## config.mk

```make
export PLATFORM = sky130hd
export DESIGN_NAME = uart_tx_fifo
export DESIGN_NICKNAME = d
export VERILOG_FILES = /design/src/rtl/uart_tx_fifo.sv
export SDC_FILE = /design/constraint.sdc
export NUM_CORES = 1
export LEC_CHECK = 0
export CELL_PAD_IN_SITES_DETAIL_PLACEMENT = 1
export CELL_PAD_IN_SITES_GLOBAL_PLACEMENT = 2
export CORE_UTILIZATION = 43
export CTS_CLUSTER_DIAMETER = 200
export CTS_CLUSTER_SIZE = 12
export DETAILED_ROUTE_END_ITERATION = 16
export PLACE_DENSITY_LB_ADDON = 0.1
export SLEW_MARGIN = 20
export SYNTH_ARGS = -nofsm -noshare
export SYNTH_HDL_FRONTEND = slang
export SYNTH_SLANG_ARGS = --single-unit
```

## constraint.sdc

```tcl
create_clock -name clock -period 5.9 [get_ports clock]
set_input_delay 1.18 -clock clock [delete_from_list [all_inputs] [get_ports clock]]
set_output_delay 1.18 -clock clock [all_outputs]
set_load 0.02 [all_outputs]
```

## src/rtl/uart_tx_fifo.sv

```systemverilog
// UART transmitter with a small transmit FIFO in front of a one-hot framing FSM.
// Latency: a word pushed into an empty FIFO while idle drives the start bit one clock later.
// Backpressure: din_ready drops while the FIFO is full; a pop on the same edge does not admit a word.
//
// Ports:
//   clock, reset      rising-edge clock, asynchronous active-high reset
//   s_tick            baud oversampling strobe (OVERSAMPLE ticks per serial bit)
//   din/din_valid/din_ready   word push handshake into the FIFO
//   parity_mode       00 none, 01 even, 10 odd, 11 none (sampled when a frame starts)
//   two_stop          0 = one stop bit, 1 = two stop bits (sampled when a frame starts)
//   tx                registered serial line, idle high
//   busy, tx_done_tick, fifo_count, state   status outputs
module uart_tx_fifo #(
    parameter int N_DATA     = 8,
    parameter int OVERSAMPLE = 16,
    parameter int FIFO_DEPTH = 4
) (
    input  logic                            clock,
    input  logic                            reset,
    input  logic                            s_tick,
    input  logic [N_DATA-1:0]               din,
    input  logic                            din_valid,
    output logic                            din_ready,
    input  logic [1:0]                      parity_mode,
    input  logic                            two_stop,
    output logic                            tx,
    output logic                            busy,
    output logic                            tx_done_tick,
    output logic [$clog2(FIFO_DEPTH):0]     fifo_count,
    output logic [4:0]                      state
);

    localparam int AW = $clog2(FIFO_DEPTH);
    localparam int TW = (OVERSAMPLE > 2) ? $clog2(OVERSAMPLE) : 1;

    typedef enum logic [4:0] {
        IDLE   = 5'b00001,
        START  = 5'b00010,
        DATA   = 5'b00100,
        PARITY = 5'b01000,
        STOP   = 5'b10000
    } state_t;

    // FIFO storage and pointers; pointers wrap naturally since the depth is a power of 2
    logic [N_DATA-1:0] mem [FIFO_DEPTH];
    logic [AW-1:0]     wr_ptr;
    logic [AW-1:0]     rd_ptr;
    logic              push;
    logic              pop;
    logic [N_DATA-1:0] head;

    // Framing state
    state_t            state_q, state_n;
    logic [TW-1:0]     tick_cnt, tick_n;
    logic [3:0]        bit_cnt, bit_n;     // data bit index, or stop bit index in STOP
    logic [N_DATA-1:0] shreg, shreg_n;
    logic              tx_n;
    logic              done_n;
    logic              par_en;             // frame configuration latched at pop
    logic              par_bit;
    logic              stop2;
    logic              last_tick;

    assign din_ready = (fifo_count < (AW+1)'(FIFO_DEPTH));
    assign push      = din_valid && din_ready;
    assign head      = mem[rd_ptr];
    assign busy      = (state_q != IDLE);
    assign state     = state_q;
    assign last_tick = s_tick && (tick_cnt == TW'(OVERSAMPLE - 1));

    always_ff @(posedge clock) begin
        if (push) begin
            mem[wr_ptr] <= din;
        end
    end

    always_comb begin
        state_n = state_q;
        tick_n  = tick_cnt;
        bit_n   = bit_cnt;
        shreg_n = shreg;
        tx_n    = tx;
        done_n  = 1'b0;
        pop     = 1'b0;
        case (state_q)
            IDLE: begin
                tx_n = 1'b1;
                if (fifo_count != '0) begin
                    pop     = 1'b1;
                    state_n = START;
                    tick_n  = '0;
                    bit_n   = '0;
                    shreg_n = head;
                    tx_n    = 1'b0;
                end
            end
            START: begin
                if (s_tick) tick_n = tick_cnt + 1'b1;
                if (last_tick) begin
                    tick_n  = '0;
                    state_n = DATA;
                    tx_n    = shreg[0];
                end
            end
            DATA: begin
                if (s_tick) tick_n = tick_cnt + 1'b1;
                if (last_tick) begin
                    tick_n = '0;
                    if (bit_cnt == 4'(N_DATA - 1)) begin
                        bit_n = '0;
                        if (par_en) begin
                            state_n = PARITY;
                            tx_n    = par_bit;
                        end else begin
                            state_n = STOP;
                            tx_n    = 1'b1;
                        end
                    end else begin
                        // shift so the next data bit sits at bit 0
                        bit_n   = bit_cnt + 1'b1;
                        shreg_n = shreg >> 1;
                        tx_n    = shreg[1];
                    end
                end
            end
            PARITY: begin
                if (s_tick) tick_n = tick_cnt + 1'b1;
                if (last_tick) begin
                    tick_n  = '0;
                    bit_n   = '0;
                    state_n = STOP;
                    tx_n    = 1'b1;
                end
            end
            STOP: begin
                if (s_tick) tick_n = tick_cnt + 1'b1;
                if (last_tick) begin
                    tick_n = '0;
                    if (stop2 && (bit_cnt == '0)) begin
                        bit_n = 4'd1;
                    end else begin
                        bit_n   = '0;
                        state_n = IDLE;
                        done_n  = 1'b1;
                    end
                    tx_n = 1'b1;
                end
            end
            default: begin
                state_n = IDLE;
                tick_n  = '0;
                bit_n   = '0;
                tx_n    = 1'b1;
            end
        endcase
    end

    always_ff @(posedge clock or posedge reset) begin
        if (reset) begin
            state_q      <= IDLE;
            tick_cnt     <= '0;
            bit_cnt      <= '0;
            shreg        <= '0;
            tx           <= 1'b1;
            tx_done_tick <= 1'b0;
            par_en       <= 1'b0;
            par_bit      <= 1'b0;
            stop2        <= 1'b0;
            wr_ptr       <= '0;
            rd_ptr       <= '0;
            fifo_count   <= '0;
        end else begin
            state_q      <= state_n;
            tick_cnt     <= tick_n;
            bit_cnt      <= bit_n;
            shreg        <= shreg_n;
            tx           <= tx_n;
            tx_done_tick <= done_n;
            if (pop) begin
                par_en  <= (parity_mode == 2'b01) || (parity_mode == 2'b10);
                par_bit <= (^head) ^ (parity_mode == 2'b10);
                stop2   <= two_stop;
                rd_ptr  <= rd_ptr + 1'b1;
            end
            if (push) begin
                wr_ptr <= wr_ptr + 1'b1;
            end
            case ({push, pop})
                2'b10:   fifo_count <= fifo_count + 1'b1;
                2'b01:   fifo_count <= fifo_count - 1'b1;
                default: fifo_count <= fifo_count;
            endcase
        end
    end

endmodule

```

After elaboration in Yosys (flattened, before gate mapping)

Memories as Yosys holds them, arrays and structs flattened.
Index checks and enable logic that the tools add are counted.

Flip-flop bits (word level): 33
Memory bits (writable): 32
Bits of input ports: 15
Output and inout bits: 12
Logic and storage cells: 98
Memories: 1

Add/sub/neg operators: 6
$lt $le $gt $ge: 1
Equal/unequal tests: 22
Muxes and demuxes: 38
Bitwise logic cells: 2
Reduce and logical (&&, ||, !) cells: 16

Memories:

| name | depth | bits a word | read ports | clocked after memory_dff | write ports | line | source |
|---|---|---|---|---|---|---|---|
| mem  | 4     | 8           | 1          | 0                        | 1           | 45   | `logic [N_DATA-1:0] mem [FIFO_DEPTH];` |

Operator list:

| kind                                                 | number |
|---|---|
| two-way mux 5 bit                                    | 8 |
| two-way mux 4 bit                                    | 7 |
| one-hot mux 5 bit (5 select lines)                   | 1 |
| two-way mux 8 bit                                    | 3 |
| one-hot mux 4 bit (5 select lines)                   | 1 |
| != test 2 bit (second input constant)                | 8 |
| one-hot mux 8 bit (2 select lines)                   | 1 |
| two-way mux 1 bit                                    | 14 |
| adder 4 x 1 -> 4 bit (second input constant)         | 2 |
| one-hot mux 4 bit (2 select lines)                   | 1 |
| parity 8 bit                                         | 1 |
| AND reduction 7 bit                                  | 1 |
| one-hot mux 3 bit (2 select lines)                   | 1 |
| equality test 5 x 1 -> 1 bit (second input constant) | 1 |
| equality test 5 x 2 -> 1 bit (second input constant) | 1 |
| equality test 5 x 3 -> 1 bit (second input constant) | 1 |
| equality test 5 x 4 -> 1 bit (second input constant) | 1 |
| equality test 5 bit (second input constant)          | 1 |
| != test 5 x 1 -> 1 bit (second input constant)       | 1 |
| AND reduction 5 bit                                  | 1 |
| adder 2 x 1 -> 2 bit (second input constant)         | 2 |
| equality test 2 x 1 -> 1 bit (second input constant) | 2 |
| equality test 2 bit (second input constant)          | 2 |
| equality test 4 x 3 -> 1 bit (second input constant) | 1 |
| other kinds (19)                                     | 22 |

Logic depth before layout (Yosys ltp)

Word-level depth: 5
Mapped depth: 9
Mapped depth without buffers: 8

Least setup slack after synthesis

OpenSTA, ideal clock, no wires.

Path kind: reg-to-reg
Start: reg state_q[2], in the netlist state[2]
End: reg fifo_count[2]
Setup time: 80 ps
Arrival: 2546 ps
Data required time: 5820 ps
Slack: 3274 ps
Stages on the path, launching flop included: 10
Path buffers: 1
Period minus slack after synthesis: 2626 ps
Path through: dfrtp_1 buf_6 or4b_4 nor3_4 ha_1 inv_1 fa_1 xor2_1 nor2_1 xnor2_1

Word-level cells in the longest chain between the ends: 4
Elaborated cells between the ends (all ways): 6
Those cells by class: eq/ne: 3; mux: 2; reduce/logical: 1

RTL lines:

| what                                                                     | line | source |
|---|---|---|
| start: declaration                                                       | 53   | `state_t state_q, state_n;` |
| start signal: assignment                                                 | 173  | `state_q <= state_n;` |
| equality test 5 x 1 -> 1 bit (*)                                         | 85   | `case (state_q)` |
| two-way mux 1 bit (*)                                                    | 85   |  |
| net pop                                                                  | 49   | `logic pop;` |
| equality test 2 x 1 -> 1 bit or equality test 2 bit (tied branches)      | 188  | `case ({push, pop})` |
| one-hot mux 3 bit (2 select lines) or nonzero test 2 bit (tied branches) | n/a  |  |
| end signal: assignment                                                   | 189  | `2'b10: fifo_count <= fifo_count + 1'b1;` |
| end signal: assignment                                                   | 190  | `2'b01: fifo_count <= fifo_count - 1'b1;` |
| end signal: assignment                                                   | 191  | `default: fifo_count <= fifo_count;` |
| end: declaration                                                         | 29   | `output logic [$clog2(FIFO_DEPTH):0] fifo_count,` |

The timed path passes the listed nets; every way through them passes the cells marked *.
A chain may end at the register's enable or synchronous reset.

Worst setup path in the final report

Start: reg state_q[0], in the netlist state[0]
End: out busy

Word-level cells in the longest chain between the ends: 1

RTL lines:

| what                   | line | source |
|---|---|---|
| != test 5 x 1 -> 1 bit | 67   | `assign busy = (state_q != IDLE);` |
| end: declaration       | 27   | `output logic busy,` |

Every way passes these cells.

==> summary.md <==
| Metric | Value |
|---|---|
| Outcome | `completed` |
| Combined flip-flop and latch cell area | `~1800 µm²` |
| Summed instance area of the synthesized netlist | `roughly 3100 µm²` |
| Power per Cell Area | `approximately 550 nW/µm²` |
| Number of hold-repair buffers added at the cts stage | `0` |
| Final cell area excluding filler cells | `around 3700 µm²` |
| Weighted congestion reported at the end of routability-driven placement | `about 0.76` |
| RSZ-0062 raised after global routing | `no` |
| Core area | `roughly 6900 µm²` |
| Clock sink total | `65` |
| Placed instance area | `approximately 3500 µm²` |
| Pleak | `~1.5 nW` |
| Part of the power in the clock network | `about a fifth` |
| Number of slew-limit violations in the final report | `0` |
| Stage delay of the slowest cell on the critical path | `roughly 0.6 ns` |
| Number of antenna violations at the first check in global routing | `0` |
| Syn. warnings | `0` |
| Number of global-route vias before repair | `2010` |
| Cell accounting for the most synthesized area | `sky130_fd_sc_hd__edfxtp_1` |
| Initial DRC count | `65` |
| Critical path arrival | `about 2.2 ns` |
| Number of max-capacitance violations reported | `0` |
| Total global routing overflow | `0` |
| Commonest cells in the netlist | `sky130_fd_sc_hd__edfxtp_1, sky130_fd_sc_hd__dfrtp_1, sky130_fd_sc_hd__nand2_1` |
| Leading register cell type out of synthesis | `sky130_fd_sc_hd__edfxtp_1` |
| Die extent in y | `~87 µm` |
| Switching power as a share of total power | `between 30 and 40%` |
| Instance count of the mapped netlist | `243` |
| Number of port buffers | `26` |
| Internal power contribution | `between 1 and 1.5 mW` |
| Area growth from synthesis to layout | `17.8%` |
| Die area | `between 7000 and 8000 µm²` |
| GRT busiest layer | `met2` |
| I/O pin cnt | `27` |
| Overall via count from detail_route | `1943` |
| X dimension of the die | `between 80 and 90 µm` |
| Worst setup path startpoint | `state[0]` |
| Rows | `30` |
| Hold Violations, Final | `0` |
| Total GRT Usage | `between 10% and 20%` |
| Vias per cell | `roughly 5.2` |
| Sequential element share of the synthesized area | `a little under three fifths` |
| Number of distinct library cell variants in the gate-level netlist after synthesis | `52` |
| Slew of the pin with the lowest slew margin | `0.680 ns` |
| Relative slew margins | `54.5%` |
| Total CTS buffers | `9` |
| Clk buf depth | `2` |
| Comb power frac | `between 40% and 50%` |
| First-pass iteration count of the detailed router | `4` |
| Mean Syn Cell Area | `12.9 µm²` |
| Synthesis-stage register bit count | `65` |
| Most used standard cell by instance count after synthesis | `sky130_fd_sc_hd__edfxtp_1` |
| Count of flip-flops with a built-in enable after synthesis | `32` |
| GR met1 Demand/Resource | `26.5%` |
| Synth area leaders | `sky130_fd_sc_hd__edfxtp_1, sky130_fd_sc_hd__dfrtp_1, sky130_fd_sc_hd__mux4_2, sky130_fd_sc_hd__ha_1, sky130_fd_sc_hd__mux2i_1` |
| Final core area utilization | `around 54%` |
| Category of the critical setup timing path | `reg -> out` |
| Initial standard-cell utilization of the core | `between 40% and 50%` |
| FF-to-FF setup slack | `a little over 3 ns` |
| Asr flop ratio synth | `about half` |
| Share of power burned in registers | `a little over a third` |
| Required time at the endpoint of the critical path | `4.72 ns` |
| Clock tree from TritonCTS | `done` |
| Post-route clock period utilization | `between 50% and 60%` |
| Share of final-layout standard cells stronger than drive strength 1 | `between 10% and 20%` |
| Global-route track usage on met2 | `roughly 28%` |
| Final period demand of the worst path | `3.36 ns` |
| Cell family with most CP delay | `simple AND/OR/NAND/NOR gates` |
| Post-DRT Antenna Nets | `0` |
| Post-placement setup slack | `2.79 ns` |
| Pin count of the biggest net entering global routing | `34` |
| Reported net switching power | `0.754 mW` |
| Post-DP HPWL | `4560 µm` |
| Fill count | `726` |
| Cell count after placement | `~360` |
| Clk_lat worst skew | `roughly 0.33 ns` |
| Crit Path Max Fanout | `8` |
| Worst-path cell chain | `or4b_4 -> nand2b_4 -> clkdlybuf4s50_1` |
| H-tree levels | `3` |
| Critical path buffer and inverter count | `1` |
| Worst setup EP type | `output pin` |
| Routed wirelength normalized by instance count | `16.8 µm` |
| Worst clock skew on the final layout | `~0.0081 ns` |
| Number of post-CTS setup repair buffers | `0` |
| Total wire length after detailed routing | `between 6000 and 7000 µm` |
| Slack of the critical path | `roughly 2.5 ns` |
| Worst Setup Start Kind | `register` |
| Source of the worst hold timing path | `shreg[7]` |
| Total inserted antenna cells | `0` |
| Total Nets Final | `about 300` |
| Final sum of negative setup slack | `0 ns` |
| Class of the tightest hold or removal check | `reg -> reg` |
| Slowest-stage cell, CP | `sky130_fd_sc_hd__dfstp_2` |
| Root buffer selected by CTS | `sky130_fd_sc_hd__clkbuf_8` |
| Top cell type's share of synthesized area | `between 30% and 40%` |
| Multi-input combinational cell area | `roughly 1200 µm²` |
| Top achievable clock speed | `0.298 GHz` |
| Post-Synthesis Net Count | `268` |
| Number of cells upsized or downsized after cts | `0` |
| R2R Path Start | `state[0]` |
| Maximum VDD drop | `245 µV` |
| GR Util met3 | `~5.1%` |
| Final routed DRC violation total | `0` |
| Clock transition at path regs | `about 0.08 ns` |
| First-pass GRT wire length | `between 10000 and 15000 µm` |
| Final cell count without fillers | `~370` |
| Final setup violation count | `0` |
## area by class of cell
class                   instances  share of cell area (%)
flip-flops and latches         65                    48.4
inverters                      16                    1.62
clock buffers                   9                    3.35
multi-input cells             154                    33.3
well taps                      96                    3.25
clock inverters                 7                    2.81
repair buffers                 27                    7.24
## cells by family (layout without fill, tap and decap cells)
family	count (synthesis)	in the layout	synth area share, %
XOR/XNOR	15	15	4.86
AO/OA/AOI/OAI	41	41	8.61
buffers and inverters	24	59	3.71
flip-flops	65	65	57.0
adder cells (fa/ha/maj)	10	10	4.23
AND/OR/NAND/NOR	69	69	12.2
multiplexers	19	19	9.33
## power groups by stage
| stage | sequential, mW | clock (mW) | combinational (mW) |
|---|---|---|---|
| after floorplan | 0.704 | 0 | 0.682 |
| after global placement | 0.735 | 0 | 0.860 |
| after detailed placement | 0.740 | 0 | 0.877 |
| after CTS | 0.731 | 0.435 | 0.881 |
| after global routing | 0.751 | 0.453 | 0.952 |
| final | 0.729 | 0.424 | 0.867 |
## routing by layer
layer / vias to the layer above / wire, µm
li1: 937 / -
met1: 977 / 3100
met2: 27 / 2950
met3: 2 / 201
met4: 0 / 35
met5: - / 0
## flip-flops by register name (all words and copies together), names as in the netlist, 2 cells and up
signal	cells
state	5
mem	32
rd_ptr	2
shreg	8
wr_ptr	2
fifo_count	3
tick_cnt	4
bit_cnt	4
## worst reg2reg max path, stage by stage, from the launching register on
cell	delay, ns
sky130_fd_sc_hd__dfstp_2	0.60
sky130_fd_sc_hd__or4b_4	0.52
sky130_fd_sc_hd__nor3_4	0.49
sky130_fd_sc_hd__ha_1	0.29
sky130_fd_sc_hd__inv_1	0.06
sky130_fd_sc_hd__fa_1	0.37
sky130_fd_sc_hd__xor2_1	0.15
sky130_fd_sc_hd__nor2_1	0.11
sky130_fd_sc_hd__xnor2_1	0.13
## placed cells by master, fill, tap and decap left out, types with 6 or more instances in the layout
master and instances:
sky130_fd_sc_hd__ha_1 9, sky130_fd_sc_hd__o21ai_0 14, sky130_fd_sc_hd__xnor2_1 7, sky130_fd_sc_hd__a21oi_1 7, sky130_fd_sc_hd__inv_1 16, sky130_fd_sc_hd__nor2_1 10
sky130_fd_sc_hd__nand2_1 24, sky130_fd_sc_hd__clkbuf_8 9, sky130_fd_sc_hd__xor2_1 6, sky130_fd_sc_hd__mux2i_1 9, sky130_fd_sc_hd__edfxtp_1 32, sky130_fd_sc_hd__clkdlybuf4s50_1 26
sky130_fd_sc_hd__dfrtp_1 31, sky130_fd_sc_hd__mux4_2 8
## worst paths after layout
check / end / depth (start not counted)
min in group asynchronous: wr_ptr[0] / 3
worst max register to register: fifo_count[2] / 8
worst min-delay path: shreg[7] / 2
max in group asynchronous: tx / 3
worst max-delay path: busy / 3
worst min register to register: shreg[7] / 2
## stage by stage
step                      power [mW]  hold slack, ns
after CTS                       2.05           0.483
after floorplan                 1.39           0.438
after global routing            2.16           0.492
after global placement          1.60           0.451
final                           2.02           0.480
after detailed placement        1.62           0.466
(Power assumes the default switching activity.)
